===== config.mk =====
export PLATFORM = sky130hd
export DESIGN_NAME = rs_issue_scheduler
export DESIGN_NICKNAME = d
export VERILOG_FILES = /design/src/rtl/rs_issue_scheduler.sv
export SDC_FILE = /design/constraint.sdc
export NUM_CORES = 2
export LEC_CHECK = 0
export ABC_AREA = 1
export CAP_MARGIN = 20
export CORE_MARGIN = 2
export CORE_UTILIZATION = 40
export DETAILED_ROUTE_END_ITERATION = 8
export PLACE_DENSITY_LB_ADDON = 0.08
export SLEW_MARGIN = 20
export SYNTH_ARGS = -nofsm -noshare
export SYNTH_HDL_FRONTEND = slang
export SYNTH_SLANG_ARGS = --single-unit

===== constraint.sdc =====
create_clock -name clk -period 9.5 [get_ports clk]
set_input_delay 0.95 -clock clk [delete_from_list [all_inputs] [get_ports clk]]
set_output_delay 0.95 -clock clk [all_outputs]
set_load 0.01 [all_outputs]

===== src/rtl/rs_issue_scheduler.sv =====
// Reservation-station issue scheduler: holds renamed instructions, wakes
// operands from the CDB, and issues the oldest ready entry (by ROB age) to
// one functional unit. Supports partial flush of entries younger than a
// mispredicted branch.

package types_pkg;
  typedef struct packed {
    logic        valid;
    logic [8:0]  op;
    logic [31:0] imm;
    logic [7:0]  pd;
    logic [7:0]  ps1;
    logic        ps1_ready;
    logic [7:0]  ps2;
    logic        ps2_ready;
    logic [3:0]  rob_index;
    logic        ready;
    logic        fu_ready;
  } rs_data;  // 74 bits
endpackage

// One scheduler slot: storage, valid bit and operand wakeup.
module rs_entry
  import types_pkg::*;
#(
  parameter int CDB_PORTS = 2
) (
  input  logic                       clk,
  input  logic                       reset,
  input  logic                       alloc_i,
  input  rs_data                     alloc_data_i,
  input  logic [CDB_PORTS-1:0]       cdb_valid_i,
  input  logic [CDB_PORTS-1:0][7:0]  cdb_tag_i,
  input  logic                       kill_i,
  input  logic                       clr_i,
  output logic                       vld_o,
  output rs_data                     data_o
);
  logic   vld_q;
  rs_data data_q;
  logic   hit1, hit2;

  // Match this slot's source tags against every live CDB port.
  always_comb begin
    hit1 = 1'b0;
    hit2 = 1'b0;
    for (int p = 0; p < CDB_PORTS; p++) begin
      if (cdb_valid_i[p] && cdb_tag_i[p] == data_q.ps1) hit1 = 1'b1;
      if (cdb_valid_i[p] && cdb_tag_i[p] == data_q.ps2) hit2 = 1'b1;
    end
  end

  // Allocate, retire (issue/kill) or wake; ready bits only ever set.
  always_ff @(posedge clk) begin
    if (reset) begin
      vld_q  <= 1'b0;
      data_q <= '0;
    end else if (alloc_i) begin
      vld_q  <= 1'b1;
      data_q <= alloc_data_i;
    end else if (vld_q) begin
      if (kill_i || clr_i) begin
        vld_q <= 1'b0;
      end else begin
        if (hit1) data_q.ps1_ready <= 1'b1;
        if (hit2) data_q.ps2_ready <= 1'b1;
      end
    end
  end

  assign vld_o  = vld_q;
  assign data_o = data_q;
endmodule

module rs_issue_scheduler
  import types_pkg::*;
#(
  parameter int DEPTH     = 8,
  parameter int CDB_PORTS = 2
) (
  input  logic                          clk,
  input  logic                          reset,
  input  logic                          disp_valid,
  input  rs_data                        disp_data,
  output logic                          disp_ready,
  input  logic [CDB_PORTS-1:0]          cdb_valid,
  input  logic [CDB_PORTS-1:0][7:0]     cdb_tag,
  input  logic [3:0]                    rob_head,
  input  logic                          flush_valid,
  input  logic [3:0]                    flush_rob_tag,
  output logic                          issue_valid,
  output rs_data                        issue_data,
  input  logic                          issue_ready,
  output logic [$clog2(DEPTH):0]        count
);
  localparam int IW = $clog2(DEPTH);
  localparam int CW = IW + 1;

  logic [DEPTH-1:0]           vld, elig, kill, alloc, clr;
  rs_data [DEPTH-1:0]         ent;
  logic [DEPTH-1:0][3:0]      ent_age;
  logic [3:0]                 flush_age, sel_age;
  logic [IW-1:0]              sel_idx, free_idx;
  logic                       any_elig, disp_fire, issue_fire;
  logic [CW-1:0]              kill_cnt, count_q, count_d;
  rs_data                     alloc_data, sel_data;
  logic                       byp1, byp2;

  assign disp_ready = (count_q < CW'(DEPTH)) && !flush_valid && !reset;
  assign disp_fire  = disp_valid && disp_ready;
  assign flush_age  = flush_rob_tag - rob_head;

  // Per-entry age (4-bit wrap), eligibility and flush kill.
  always_comb begin
    for (int i = 0; i < DEPTH; i++) begin
      ent_age[i] = ent[i].rob_index - rob_head;
      elig[i]    = vld[i] && ent[i].ps1_ready && ent[i].ps2_ready;
      kill[i]    = flush_valid && vld[i] && (ent_age[i] > flush_age);
    end
  end

  // Oldest eligible entry; strict compare keeps the lowest index on ties.
  always_comb begin
    any_elig = 1'b0;
    sel_idx  = '0;
    sel_age  = 4'hF;
    for (int i = 0; i < DEPTH; i++) begin
      if (elig[i] && (!any_elig || ent_age[i] < sel_age)) begin
        any_elig = 1'b1;
        sel_idx  = IW'(i);
        sel_age  = ent_age[i];
      end
    end
  end

  assign issue_valid = any_elig && !flush_valid;
  assign issue_fire  = issue_valid && issue_ready;

  // Presented entry carries forced ready flags; zero when nothing issues.
  always_comb begin
    sel_data          = ent[sel_idx];
    sel_data.ready    = 1'b1;
    sel_data.fu_ready = 1'b1;
    issue_data        = issue_valid ? sel_data : '0;
  end

  // Lowest free slot, killed-entry count, and same-cycle CDB bypass.
  always_comb begin
    free_idx = '0;
    kill_cnt = '0;
    for (int i = DEPTH - 1; i >= 0; i--)
      if (!vld[i]) free_idx = IW'(i);
    for (int i = 0; i < DEPTH; i++)
      kill_cnt = kill_cnt + CW'(kill[i]);
    byp1 = 1'b0;
    byp2 = 1'b0;
    for (int p = 0; p < CDB_PORTS; p++) begin
      if (cdb_valid[p] && cdb_tag[p] == disp_data.ps1) byp1 = 1'b1;
      if (cdb_valid[p] && cdb_tag[p] == disp_data.ps2) byp2 = 1'b1;
    end
    alloc_data           = disp_data;
    alloc_data.valid     = 1'b1;
    alloc_data.ready     = 1'b0;
    alloc_data.fu_ready  = 1'b0;
    alloc_data.ps1_ready = disp_data.ps1_ready || (disp_data.ps1 == 8'd0) || byp1;
    alloc_data.ps2_ready = disp_data.ps2_ready || (disp_data.ps2 == 8'd0) || byp2;
  end

  // Per-slot strobes.
  always_comb begin
    for (int i = 0; i < DEPTH; i++) begin
      alloc[i] = disp_fire && (free_idx == IW'(i));
      clr[i]   = issue_fire && (sel_idx == IW'(i));
    end
  end

  genvar g;
  generate
    for (g = 0; g < DEPTH; g++) begin : g_ent
      rs_entry #(.CDB_PORTS(CDB_PORTS)) u_ent (
        .clk          (clk),
        .reset        (reset),
        .alloc_i      (alloc[g]),
        .alloc_data_i (alloc_data),
        .cdb_valid_i  (cdb_valid),
        .cdb_tag_i    (cdb_tag),
        .kill_i       (kill[g]),
        .clr_i        (clr[g]),
        .vld_o        (vld[g]),
        .data_o       (ent[g])
      );
    end
  endgenerate

  assign count_d = count_q + CW'(disp_fire) - CW'(issue_fire) - kill_cnt;

  // Occupancy counter tracks dispatch, issue and flush kills.
  always_ff @(posedge clk) begin
    if (reset) count_q <= '0;
    else       count_q <= count_d;
  end

  assign count = count_q;
endmodule


=== After elaboration in Yosys (flattened, before gate mapping) ===
Index checks and enable logic that the tools add are counted.

* Register bits after elaboration: 588
* Input port bits: 105

* Muxes and demuxes: 157
* Equal/unequal tests: 58
* Reduce and logical (&&, ||, !) cells: 168
* $lt $le $gt $ge: 17
* Add/sub/neg operators: 19

{| class="wikitable"
|+ Operators with widths
! kind !! count
|-
| 8-bit == test || 36
|-
| 74-bit binary-select mux with 3-bit select || 1
|-
| 74-bit two-way mux || 2
|-
| 1-bit two-way mux || 133
|-
| 1-bit logical AND || 96
|-
| 3-bit AND reduction || 16
|-
| 2-bit nonzero test || 24
|-
| 3-bit two-way mux || 14
|-
| 4-bit subtractor || 10
|-
| 4-bit greater-than comparator || 8
|-
| 4-bit < comparator || 7
|-
| 4-bit two-way mux || 7
|-
| 3-bit == test, second input constant || 8
|-
| 4-bit by 1-bit adder with 4-bit output || 5
|-
| 1-bit logical OR || 19
|-
| 8-bit zero test || 2
|-
| 2-bit by 1-bit != test with 1-bit output, second input constant || 8
|-
| 3-bit by 2-bit == test with 1-bit output, second input constant || 4
|-
| 1-bit zero test || 9
|-
| 3-bit by 1-bit == test with 1-bit output, second input constant || 2
|-
| 3-bit zero test || 2
|-
| 3-bit by 1-bit adder with 4-bit output || 1
|-
| 3-bit by 4-bit < comparator with 1-bit output, second input constant || 1
|-
| 4-bit < comparator, second input constant || 1
|-
| other kinds (3) || 3
|}

=== Logic depth before layout (Yosys ltp) ===
* Depth after elaboration: 38
* Mapped depth: 77

=== Modules after synthesis ===
From an unflattened synthesis, not the netlist that was laid out.

* Cell total of the unflattened synthesis: 6230
* Area, all modules: 37549.8 µm²

{| class="wikitable"
|+ Modules (own cells, without submodules)
! module !! cells each !! sequential area each (µm²) !! times used !! area each (µm²)
|-
| rs_entry || 451 || 1501.4 || 8 || 3121.7
|-
| rs_issue_scheduler || 2622 || 80.1 || 1 || 12575.8
|}

=== Worst setup path before layout ===
Ideal clock, no wire load.

* Kind: input to output
* Start point: in rob_head[1]
* End point: out issue_data[40] (netlist bit)
* Stages on the path: 57
* Data required time: 8550 ps
* Arrival time: 8653 ps
* Path buffers: 2
* Setup slack: -103 ps
* Cells stage by stage: inv_1 > ha_1 > nand2_1 > o21ai_0 > xor2_1 > nor2_1 > ha_1 > nand2_1 > inv_1 > nand2_1 > nand2_1 > nand2_2 > nand2_4 > o21ai_0 > ha_1 > a21oi_1 > nand2_1 > nand2_2 > (+21 left out) > a21oi_1 > nand2_1 > nand2_2 > nand2_4 > nand2_1 > o21ai_0 > ha_1 > a21oi_1 > nand2_2 > nand2_4 > nand2_8 > buf_4 > buf_4 > nand4_1 > nand2_1 > nor2_1 > nor2_1 > nor2_1

{| class="wikitable"
|+ RTL lines
! element !! RTL line !! text
|-
| start: declaration || 88 || <nowiki>input logic [3:0] rob_head,</nowiki>
|-
| end: declaration || 92 || <nowiki>output rs_data issue_data,</nowiki>
|}

==> flow_summary_export.csv <==
group,metric,value,unit
placed_design,pre_cts_ws,-1550,ps
critical_path,reg2reg_to,"g_ent[6].u_ent.vld_o",
timing,worst_pin_slew,1130,ps
critical_path,crit_path_end,"issue_data[24]",
yosys,syn_inst,5093,
timing,max_freq,99.2,MHz
timing,whs,450,ps
power_and_ir_drop,combPwrFrac,10.4,%
critical_path,worstSetupPathType,"input pin to output port",
global_routing,grt.busiest_layer,"met2",
yosys,yosys.cell_types.count,50,
yosys,synth_nets,5302,
power_and_ir_drop,power,5.96,mW
route,first_iter_violations,3005,
global_routing,first_global_vias,32400,
yosys,synthArstFlopShare,0,%
cts,clock_sinks,588,
yosys,synth_flop_cell,"dfxtp_1",
critical_path,worst-r2r-cell-count,69,
floorplanning,row_count,106,
timing,fin_crit_sh,106,%
power_and_ir_drop,intPower,4.36,mW
timing,setup_violations,70,
timing,worst_slack,-580,ps
route,vias,35000,
yosys,syn_area_per_cell,6.66,sq um
cts,clk-insertion-delay-late,640,ps
finish,area_delta_synth_final,26.8,%
cts,clock-root-buffer,"clkbuf_16",
timing,slew_violations,0,
critical_path,cp.required,8550,ps
power_and_ir_drop,ir_drop,0.000114,V
critical_path,timing.rr.start,"g_ent[0].u_ent.data_o[4]",
critical_path,critPathMaxStageDelay,330,ps
finish,nets,5522,
cts,htreeDepth,3,
power_and_ir_drop,leakagePower,18.0,nW
timing,fin_crit,10080,ps
finish,layout-drive-gt1-share,16.2,%
min_path,min_from,"g_ent[6].u_ent.data_o[44]",
global_routing,grt_util_met1,39.7,%
cts,cts_tree,"yes",
placed_design,gp_congestion,0.916,
floorplanning,fp.dieArea,87200,sq um
placed_design,portBuffers,181,
yosys,ys_ff_latch,588,
global_routing,grt_start_max_net_pins,268,
placed_design,dp_hpwl,77600,um
global_routing,use_met3,4.30,%
route,via_per_inst,5.38,
run_status,status,"finished with violations",
route,drc,0,
power_and_ir_drop,p_seq_share,42.1,%
cts,cts_made_buffers,72,
cts,clock_path_buffers,3,
power_and_ir_drop,p_sw,1.61,mW
timing,finClkSkew,39.0,ps
floorplanning,start_util,40.5,%
min_path,hold_path_class,"flop to flop",
run_status,violations,"setup timing",
critical_path,critPathMaxFanout,8,
global_routing,grt_pass1_wl,199000,um
route,drtPass1Iterations,7,
floorplanning,coreArea,83800,sq um
floorplanning,die_w,295,um
critical_path,rrSetupSlack,1100,ps
critical_path,worst_setup_path_start_kind,"input pin",
critical_path,arrival,9130,ps
floorplanning,io_pins,185,
route,post_drt_wl_per_cell,20.5,um
power_and_ir_drop,pwr_density_cell,139,nW/um^2
critical_path,critPathSlowestCell,"ha_1",
floorplanning,die_y,295,um
global_routing,antenna_found_initial,4,
yosys,synth_edf_count,0,
global_routing,met2_usage,48.1,%
run,drv_cap,0,
critical_path,crit_path_end_kind,"output port",
global_routing,overflow,0,
timing,grt_setup_unrepaired,"yes",
power_and_ir_drop,switching_share,26.9,%
yosys,syn_area,33900,sq um
route,ant_nets,0,
yosys,ys_warn_count,0,
yosys,ys_seq_area_share,34.7,%
global_routing,grt.total_usage,29.6,%
timing,hold_viol,0,
power_and_ir_drop,clkPwrFrac,47.5,%
cts,clk_pin_slew,60,ps
critical_path,crit_start,"rob_head[2]",
timing,slew-limit-headroom,24.9,%
cts,hold_buffers,0,
critical_path,path_common_cell,"nand2_1",
route,wl,134000,um
## worst min-delay path by stage
stage	end	slack (ps)	depth (start not counted)
detailed placement	g_ent[6].u_ent.data_o[44]	440	2
global route	g_ent[3].u_ent.data_o[26]	460	2
floorplan	g_ent[1].u_ent.data_o[24]	430	2
finish	g_ent[6].u_ent.data_o[44]	450	2
CTS	g_ent[6].u_ent.data_o[46]	450	2
global placement	g_ent[7].u_ent.data_o[55]	440	2
## cells in the final DEF (no fill, tap or decap), drive strengths merged, types with 2 or more instances in the layout
cell type,synthesis,routed
nor3,12,12
clkinv,7,22
diode,0,3
or2,3,3
a221oi,12,12
clkdlybuf4s50,0,104
a31oi,6,6
nand3,215,215
inv,684,691
clkinvlp,0,2
xnor2,58,58
nand2,1101,1102
dfxtp,588,588
fa,15,15
o2111ai,16,16
a211oi,12,12
nor2,261,261
nand4,145,145
clkbuf,261,118
xor2,71,71
a41oi,2,2
o41ai,5,5
o22ai,101,101
clkdlybuf4s15,0,3
buf,116,400
o21ai,618,619
nor4,8,8
a21oi,631,631
a2111oi,43,43
ha,89,89
bufinv,0,3
o211ai,4,4
## cells by family (layout without fill, tap and decap cells)
| logic type | count (synthesis) | after routing | synth area share, % |
|---|---|---|---|
| AO/OA/AOI/OAI | 1454 | 1455 | 22.9 |
| XOR/XNOR | 129 | 129 | 3.33 |
| adder cells (fa/ha/maj) | 104 | 104 | 4.17 |
| buffers and inverters | 1072 | 1345 | 13.1 |
| flip-flops | 588 | 588 | 34.7 |
| other | 0 | 3 | 0 |
| AND/OR/NAND/NOR | 1746 | 1747 | 21.7 |
## sequential cells by signal, summed over array words and instances (netlist names)
register	flops
count	4
g_ent.u_ent.data_o	576
g_ent.u_ent.vld_o	8
## layout make-up
class | instances | area (sq um)
fillers | 8560 | 40800
diodes | 3 | 7.51
repair inverters | 2 | 32.5
flip-flops and latches | 588 | 11800
clock inverters | 25 | 309
multi-input cells | 3435 | 19000
well taps | 1134 | 1420
inverters | 691 | 2630
clock buffers | 104 | 2090
repair buffers | 523 | 5760
## Yosys cell counts, drive strengths merged, types with 15 or more instances
library cell | number | area (sq um)
clkbuf | 261 | 983
xor2 | 71 | 622
nor2 | 261 | 995
o22ai | 101 | 632
ha | 89 | 1110
nand3 | 215 | 1080
a2111oi | 43 | 377
xnor2 | 58 | 508
dfxtp | 588 | 11800
a21oi | 631 | 3170
inv | 684 | 2570
buf | 116 | 840
nand4 | 145 | 907
o2111ai | 16 | 140
nand2 | 1101 | 4250
fa | 15 | 300
o21ai | 618 | 3100
## critical path, delay by kind of cell
family | cells | cell delay, ps
buffers and inverters | 19 | 2150
adders and majority gates | 7 | 1990
and+or+nand+nor | 37 | 2710
AOI/OAI and AO/OA | 10 | 1120
xor gates and xnor gates | 1 | 180
## metrics by stage
stage / utilization, % / std cells / TNS [ps] / area [sq um]
2_1_floorplan: - / 5093 / 0 / 33900
3_3_place_gp: 44.6 / 6223 / -88490 / 37400
3_5_place_dp: 44.6 / 6223 / -105110 / 37400
4_1_cts: 49.7 / 6451 / -17250 / 41600
5_1_grt: 51.3 / 6504 / -78990 / 43000
6_report: 51.3 / 6505 / -30480 / 43000
## power groups by stage
stage / clock network [mW] / registers [mW] / logic (mW)
6_report: 2.83 / 2.51 / 0.622
5_1_grt: 2.97 / 2.51 / 0.693
4_1_cts: 2.87 / 2.51 / 0.603
3_5_place_dp: 0 / 2.57 / 0.584
3_3_place_gp: 0 / 2.56 / 0.581
2_1_floorplan: 0 / 2.56 / 0.356
## what timing repair did
action / 4_1_cts / 5_1_grt
setup endpoints to repair: 70 / 70
cloned: 23 / 19
resized for setup: 534 / 267
hold endpoints to repair: 0 / 0
buffers inserted: 81 / 50
pin swaps: 108 / 178
## layer usage
metal / up-vias / share of wire, %
li1: 17200 / -
met1: 16400 / 45
met2: 1136 / 46
met3: 278 / 6.1
met4: 2 / 3.5
met5: - / 0.0090
No activity file was read; power rests on OpenSTA's default activity.
